**config.mk**
```make
export PLATFORM = sky130hd
export DESIGN_NAME = ni_slave_core
export DESIGN_NICKNAME = d
export VERILOG_FILES = /design/src/rtl/ni_slave_core.sv
export SDC_FILE = /design/constraint.sdc
export NUM_CORES = 1
export LEC_CHECK = 0
export CORE_MARGIN = 4
export CORE_UTILIZATION = 35
export CTS_BUF_LIST = sky130_fd_sc_hd__clkbuf_4
export DETAILED_ROUTE_END_ITERATION = 8
export PLACE_DENSITY_LB_ADDON = 0.25
export SETUP_SLACK_MARGIN = 0.5
export SYNTH_ARGS = -nofsm -noshare
export SYNTH_HDL_FRONTEND = slang
export SYNTH_SLANG_ARGS = --single-unit
```
**constraint.sdc**
```tcl
create_clock -name clk -period 6.2 [get_ports clk]
set_clock_uncertainty 0.2 [all_clocks]
set_input_delay 1.24 -clock clk [delete_from_list [all_inputs] [get_ports clk]]
set_output_delay 1.24 -clock clk [all_outputs]
set_load 0.005 [all_outputs]
```
**src/rtl/ni_slave_core.sv**
```systemverilog
// Target-side NoC network interface: VC0 request packets -> one Wishbone master cycle -> VC1 response packet.
// Optional NI_SLV_TIMEOUT_EN: a Wishbone cycle without ack for WB_TIMEOUT cycles is abandoned and answered with 32'hDEAD_BEEF.
module ni_slave_core #(
  parameter int MY_X       = 0,
  parameter int MY_Y       = 0,
  parameter int RX_DEPTH   = 3,
  parameter int TX_CREDITS = 3,
  parameter int WB_TIMEOUT = 255
) (
  input  logic        clk,
  input  logic        rst,
  input  logic [0:35] channel_in,
  output logic [0:1]  flow_ctrl_out,
  output logic [0:35] channel_out,
  input  logic [0:1]  flow_ctrl_in,
  output logic        wbm_cyc_o,
  output logic        wbm_stb_o,
  output logic        wbm_we_o,
  output logic [31:0] wbm_adr_o,
  output logic [3:0]  wbm_sel_o,
  output logic [31:0] wbm_dat_o,
  input  logic [31:0] wbm_dat_i,
  input  logic        wbm_ack_i
);
  localparam logic [1:0] LX = 2'(MY_X);
  localparam logic [1:0] LY = 2'(MY_Y);
  localparam int PW  = (RX_DEPTH > 1) ? $clog2(RX_DEPTH) : 1;
  localparam int FCW = $clog2(RX_DEPTH + 1);
  localparam int CRW = $clog2(TX_CREDITS + 1);

  typedef enum logic [2:0] {S_IDLE, S_DROP, S_GET_DATA, S_WB, S_RSP_HEAD, S_RSP_DATA} state_t;

  state_t           r_state, w_state_n;
  logic [33:0]      r_mem [RX_DEPTH];
  logic [PW-1:0]    r_wp, r_rp;
  logic [FCW-1:0]   r_cnt;
  logic             r_ovf;
  logic [CRW-1:0]   r_credit;
  logic [3:0]       r_src;
  logic [18:0]      r_cmd;
  logic [31:0]      r_wdat, r_rdat;
  logic [34:0]      r_last;
  logic             r_fc0, r_fc1;

  logic             w_empty, w_full, w_push_req, w_push, w_pop;
  logic             w_f_head, w_f_tail, w_hit, w_cr_ok, w_tmo;
  logic [31:0]      w_f_pay, w_rsp_hdr, w_op;
  logic [2:0]       w_port;
  logic             w_send, w_oh, w_ot;
  logic             w_unused;

  function automatic logic [PW-1:0] f_inc(input logic [PW-1:0] p);
    return (p == PW'(RX_DEPTH - 1)) ? '0 : p + 1'b1;
  endfunction

  // RX FIFO; a push is accepted when full only if the head leaves the same cycle
  assign w_empty    = (r_cnt == '0);
  assign w_full     = (r_cnt == FCW'(RX_DEPTH));
  assign w_push_req = channel_in[0] & ~channel_in[1];
  assign w_push     = w_push_req & (~w_full | w_pop);
  assign {w_f_head, w_f_tail, w_f_pay} = r_mem[r_rp];
  assign w_hit      = (w_f_pay[28:27] == LX) && (w_f_pay[26:25] == LY);

  always_ff @(posedge clk) begin
    if (rst) begin
      r_wp <= '0; r_rp <= '0; r_cnt <= '0; r_ovf <= 1'b0;
    end else begin
      if (w_push) r_wp <= f_inc(r_wp);
      if (w_pop)  r_rp <= f_inc(r_rp);
      if (w_push && !w_pop)      r_cnt <= r_cnt + 1'b1;
      else if (!w_push && w_pop) r_cnt <= r_cnt - 1'b1;
      if (w_push_req && !w_push) r_ovf <= 1'b1;
    end
  end

  always_ff @(posedge clk)
    if (w_push) r_mem[r_wp] <= {channel_in[2], channel_in[3], channel_in[4:35]};

  // Response route: X first, then Y, toward the requester
  always_comb begin
    w_port = 3'd4;
    if (r_src[3:2] > LX)      w_port = 3'd1;
    else if (r_src[3:2] < LX) w_port = 3'd0;
    else if (r_src[1:0] > LY) w_port = 3'd3;
    else if (r_src[1:0] < LY) w_port = 3'd2;
  end
  assign w_rsp_hdr = {w_port, r_src, LX, LY, 1'b1, 1'b0, r_cmd};
  assign w_cr_ok   = (r_credit != '0);

`ifdef NI_SLV_TIMEOUT_EN
  localparam int TW = $clog2(WB_TIMEOUT + 1);
  logic [TW-1:0] r_tmo;
  always_ff @(posedge clk) begin
    if (rst || r_state != S_WB) r_tmo <= '0;
    else                        r_tmo <= r_tmo + 1'b1;
  end
  assign w_tmo = (r_state == S_WB) && !wbm_ack_i && (r_tmo == TW'(WB_TIMEOUT - 1));
`else
  localparam int unused_tmo = WB_TIMEOUT;
  assign w_tmo = 1'b0;
`endif

  always_comb begin
    w_state_n = r_state;
    w_pop     = 1'b0;
    w_send    = 1'b0;
    w_oh      = 1'b0;
    w_ot      = 1'b0;
    w_op      = r_rdat;
    case (r_state)
      S_IDLE: if (!w_empty) begin
        w_pop = 1'b1;
        if (w_f_head) begin
          if (!w_hit)            w_state_n = w_f_tail ? S_IDLE : S_DROP;
          else if (w_f_pay[18])  w_state_n = S_GET_DATA;
          else                   w_state_n = S_WB;
        end
      end
      S_DROP: if (!w_empty) begin
        w_pop = 1'b1;
        if (w_f_tail) w_state_n = S_IDLE;
      end
      S_GET_DATA: if (!w_empty) begin
        w_pop     = 1'b1;
        w_state_n = S_WB;
      end
      S_WB: if (wbm_ack_i || w_tmo) w_state_n = S_RSP_HEAD;
      S_RSP_HEAD: if (w_cr_ok) begin
        w_send    = 1'b1;
        w_oh      = 1'b1;
        w_ot      = r_cmd[18];
        w_op      = w_rsp_hdr;
        w_state_n = r_cmd[18] ? S_IDLE : S_RSP_DATA;
      end
      S_RSP_DATA: if (w_cr_ok) begin
        w_send    = 1'b1;
        w_ot      = 1'b1;
        w_state_n = S_IDLE;
      end
      default: w_state_n = S_IDLE;
    endcase
  end

  always_ff @(posedge clk) begin
    if (rst) begin
      r_state <= S_IDLE;
      r_src   <= '0;
      r_cmd   <= '0;
      r_wdat  <= '0;
      r_rdat  <= '0;
      r_last  <= '0;
      r_fc0   <= 1'b0;
      r_fc1   <= 1'b0;
    end else begin
      r_state <= w_state_n;
      if (r_state == S_IDLE && !w_empty && w_f_head) begin
        r_src <= w_f_pay[24:21];
        r_cmd <= w_f_pay[18:0];
      end
      if (r_state == S_GET_DATA && !w_empty) r_wdat <= w_f_pay;
      if (r_state == S_WB && wbm_ack_i) r_rdat <= wbm_dat_i;
      else if (w_tmo)                   r_rdat <= 32'hDEAD_BEEF;
      if (w_send) r_last <= {1'b1, w_oh, w_ot, w_op};
      r_fc0 <= w_pop;
      r_fc1 <= channel_in[0] & channel_in[1];
    end
  end

  // VC1 credits saturate at the router buffer depth; return+send in one cycle cancel
  always_ff @(posedge clk) begin
    if (rst) r_credit <= CRW'(TX_CREDITS);
    else if (flow_ctrl_in[1] && !w_send) begin
      if (r_credit != CRW'(TX_CREDITS)) r_credit <= r_credit + 1'b1;
    end else if (w_send && !flow_ctrl_in[1]) r_credit <= r_credit - 1'b1;
  end

  assign channel_out   = w_send ? {1'b1, 1'b1, w_oh, w_ot, w_op} : {1'b0, r_last};
  assign flow_ctrl_out = {r_fc0, r_fc1};
  assign wbm_cyc_o     = (r_state == S_WB);
  assign wbm_stb_o     = (r_state == S_WB);
  assign wbm_we_o      = r_cmd[18];
  assign wbm_sel_o     = r_cmd[17:14];
  assign wbm_adr_o     = {18'b0, r_cmd[13:0]};
  assign wbm_dat_o     = r_wdat;
  assign w_unused      = ^{flow_ctrl_in[0], r_ovf};
endmodule

```
==> metrics.yaml <==
route:
  drt_iter0_drc: 399
  ant_nets: 0
  vias_per_cell: 4.66
  via_count: 6682
  firstDrtPassIters: 5
  wl_per_cell_um: 15.7
  drc: 0
  routed_wl_um: 22500
finish:
  syn2layout_area_growth_pct: 28.4
  regArea_um2: 5810
  multi_input_area_um2: 3120
  nNetsFinal: 1126
  n_fill_cell: 2540
  drive_gt1_share_pct: 11.7
  fin_area_um2: 11900
clock_tree:
  cts-root-buf: "clkbuf_4"
  cts_buffers: 66
  clk_pin_slew_worst_paths_ns: 0.06
  clk-insertion-delay-late_ns: 0.63
  cts_tree: "yes"
  hold_buffers: 0
  cts_num_sinks: 239
  cts_resized: 0
  clk_path_buf_depth: 3
  h-tree-depth: 3
  cts_setup_buffers: 0
global_route:
  grt_remaining_overflow: 0
  grt_max_degree: 85
  grt_antenna_before_repair: 1
  grt_pass1_vias: 6511
  grt_first_pass_wirelength_um: 35000
  track_usage_pct: 15.2
synthesis:
  synth.most_common_cell: "nand2_1"
  synth_area_leaders: "edfxtp_1, dfxtp_1, mux2i_1, nand2_1, a21oi_1"
  synth-simple-area-share_pct: 14.2
  ys_ff_latch: 239
  synth_top_area_share_pct: 33.0
  synth.distinct_cells: 44
  synthXorXnorAreaFrac_pct: 0.188
  synth_warnings: 0
  syn_inst: 869
  synth_compound_area_share_pct: 8.72
  synth_flop_cell: "dfxtp_1"
  synth_top_family_by_area: "simple AND/OR/NAND/NOR gates"
  netlist_area_um2: 9300
  synth_fa_ha_area_share_pct: 0.135
  syn_area_per_cell_um2: 10.7
  synth_mux_area_share_pct: 9.33
  yosysTopAreaCell: "edfxtp_1"
  synth_edf_count: 102
  async_flop_share_pct: 0
  ys_seq_area_share_pct: 62.5
  ys_top_cells_by_count: "nand2_1, dfxtp_1, edfxtp_1, mux2i_1, a21oi_1"
floorplanning:
  rows: 59
  fp.dieH_um: 171
  dieArea_um2: 29200
  core_area_um2: 26100
  fp.dieW_um: 171
  io_pins: 182
  start_util_pct: 35.7
placed_design:
  placed_area_um2: 11100
  pre_cts_ws_ns: 2.13
  place_hpwl_um: 14500
  port_buffers: 162
  place_congestion: 0.773
critical_path:
  arrival_ns: 3.25
  cp-end-kind: "output pin"
  path_class: "flop to output pin"
  r2r_end: "r_cnt[1]"
  crit_fanout: 49
  r2r.worst_path.cells: 6
  cp.required_ns: 4.76
  worst_setup_path_start_kind: "flop"
  ff2ff_setup_slack_ns: 3.14
  timing.rr.start: "r_state[0]"
pwr:
  leakagePower_nw: 4.08
  powerDensity_nw_per_um2: 334
  ir_drop_v: 0.000131
status:
  status: "finished clean"
timing:
  hold_viol: 0
  finalCritPeriodShare_pct: 75.6
  fin_ws_ns: 1.51
  fin_tns_setup_ns: 0
  relSlewSlack_pct: 36.9
  max_freq_mhz: 213
  setup_viol: 0
  rsz0062_at_grt: "false"
  period_needed_ns: 4.69
  slew_viol_final: 0
  worst_pin_slew_ns: 0.947
worst_hold_path:
  hold_depth: 2
  hp-class: "flop to flop"
  hold_path.startpoint: "r_rdat[1]"
  min_to: "r_rdat[1]"
flow_run:
  drv_cap: 0
## sequential cells by signal (all words and copies together), names as in the netlist, named ones only
signal / flops
r_fc0: 1
r_last: 35
r_src: 4
r_fc1: 1
r_state: 3
r_credit: 2
r_cnt: 2
r_cmd: 19
r_rp: 2
wbm_dat_o: 32
r_mem: 102
r_wp: 2
r_rdat: 32
## layout make-up
type                            count  share of cell area [%]
Clock buffer                       97                    6.10
Clock inverter                     18                    1.05
Sequential cell                   239                    48.7
Inverter                            4                   0.126
Antenna cell                        1                  0.0210
Tap cell                          335                    3.51
Timing Repair Buffer              175                    14.4
Multi-Input combinational cell    566                    26.2
## stage by stage
step                      utilization (%)  power, mW  std cells  hold WS, ns
after floorplan                         -       2.35        886        0.236
after global placement               42.5       2.61       1319        0.242
after detailed placement             42.5       2.61       1319        0.246
after CTS                            45.8       4.07       1434        0.254
after global routing                 45.8       4.23       1435        0.271
final                                45.8       3.98       1435        0.253
## cell usage in the layout, fill, tap and decap left out, types with 2 or more instances in the layout
cell	count
nand2_1	195
clkdlybuf4s50_1	161
dfxtp_1	134
edfxtp_1	102
clkbuf_4	97
mux2i_1	81
a21oi_1	80
o21ai_0	60
nor2_1	48
nor2b_1	32
conb_1	18
clkinv_1	14
buf_4	14
nand3_1	6
nand2b_1	5
mux2_1	4
o21ai_1	3
inv_1	3
dfxtp_2	3
nor3b_2	2
nor3_2	2
nor3b_1	2
or3_1	2
xor2_1	2
o21a_1	2
o22ai_1	2
bufinv_16	2
## logic make-up after synthesis
kind of cell	Yosys count
AO/OA/AOI/OAI	155
multiplexers	86
XOR/XNOR	2
other	1
buffers and inverters	81
AND/OR/NAND/NOR	304
adder cells (fa/ha/maj)	1
flip-flops	239
## layer usage
| layer | up-vias | wire (µm) | global-route usage [%] |
|---|---|---|---|
| met3 | 33 | 1630 | 4.44 |
| met2 | 200 | 10100 | 23.4 |
| li1 | 3347 | - | - |
| met5 | - | 0 | 0 |
| met4 | 0 | 407 | 5.96 |
| met1 | 3102 | 10400 | 20.4 |
## worst max path at each step
stage	from	to	slack, ns	depth (start not counted)
global placement	r_state[2]	channel_out[15]	2.14	6
global route	r_state[2]	channel_out[15]	1.22	6
detailed placement	r_state[2]	channel_out[15]	2.13	6
floorplan	channel_in[0]	r_mem[1][0]	1.35	3
CTS	r_state[2]	channel_out[15]	1.40	6
finish	r_state[2]	channel_out[15]	1.51	6
## report_power, final
part           internal, mW  switching [mW]
clock network         0.799           0.618
logic                 0.346           0.403
registers              1.73          0.0914
total                  2.87            1.11
## critical path, stage by stage (launching register included)
cell	delay, ns
dfxtp_1	0.44
nor2b_2	0.25
o21ai_4	0.18
buf_4	0.49
clkinv_1	0.39
a31oi_1	0.31
clkdlybuf4s50_1	0.54
No activity file was read; power rests on OpenSTA's default activity.
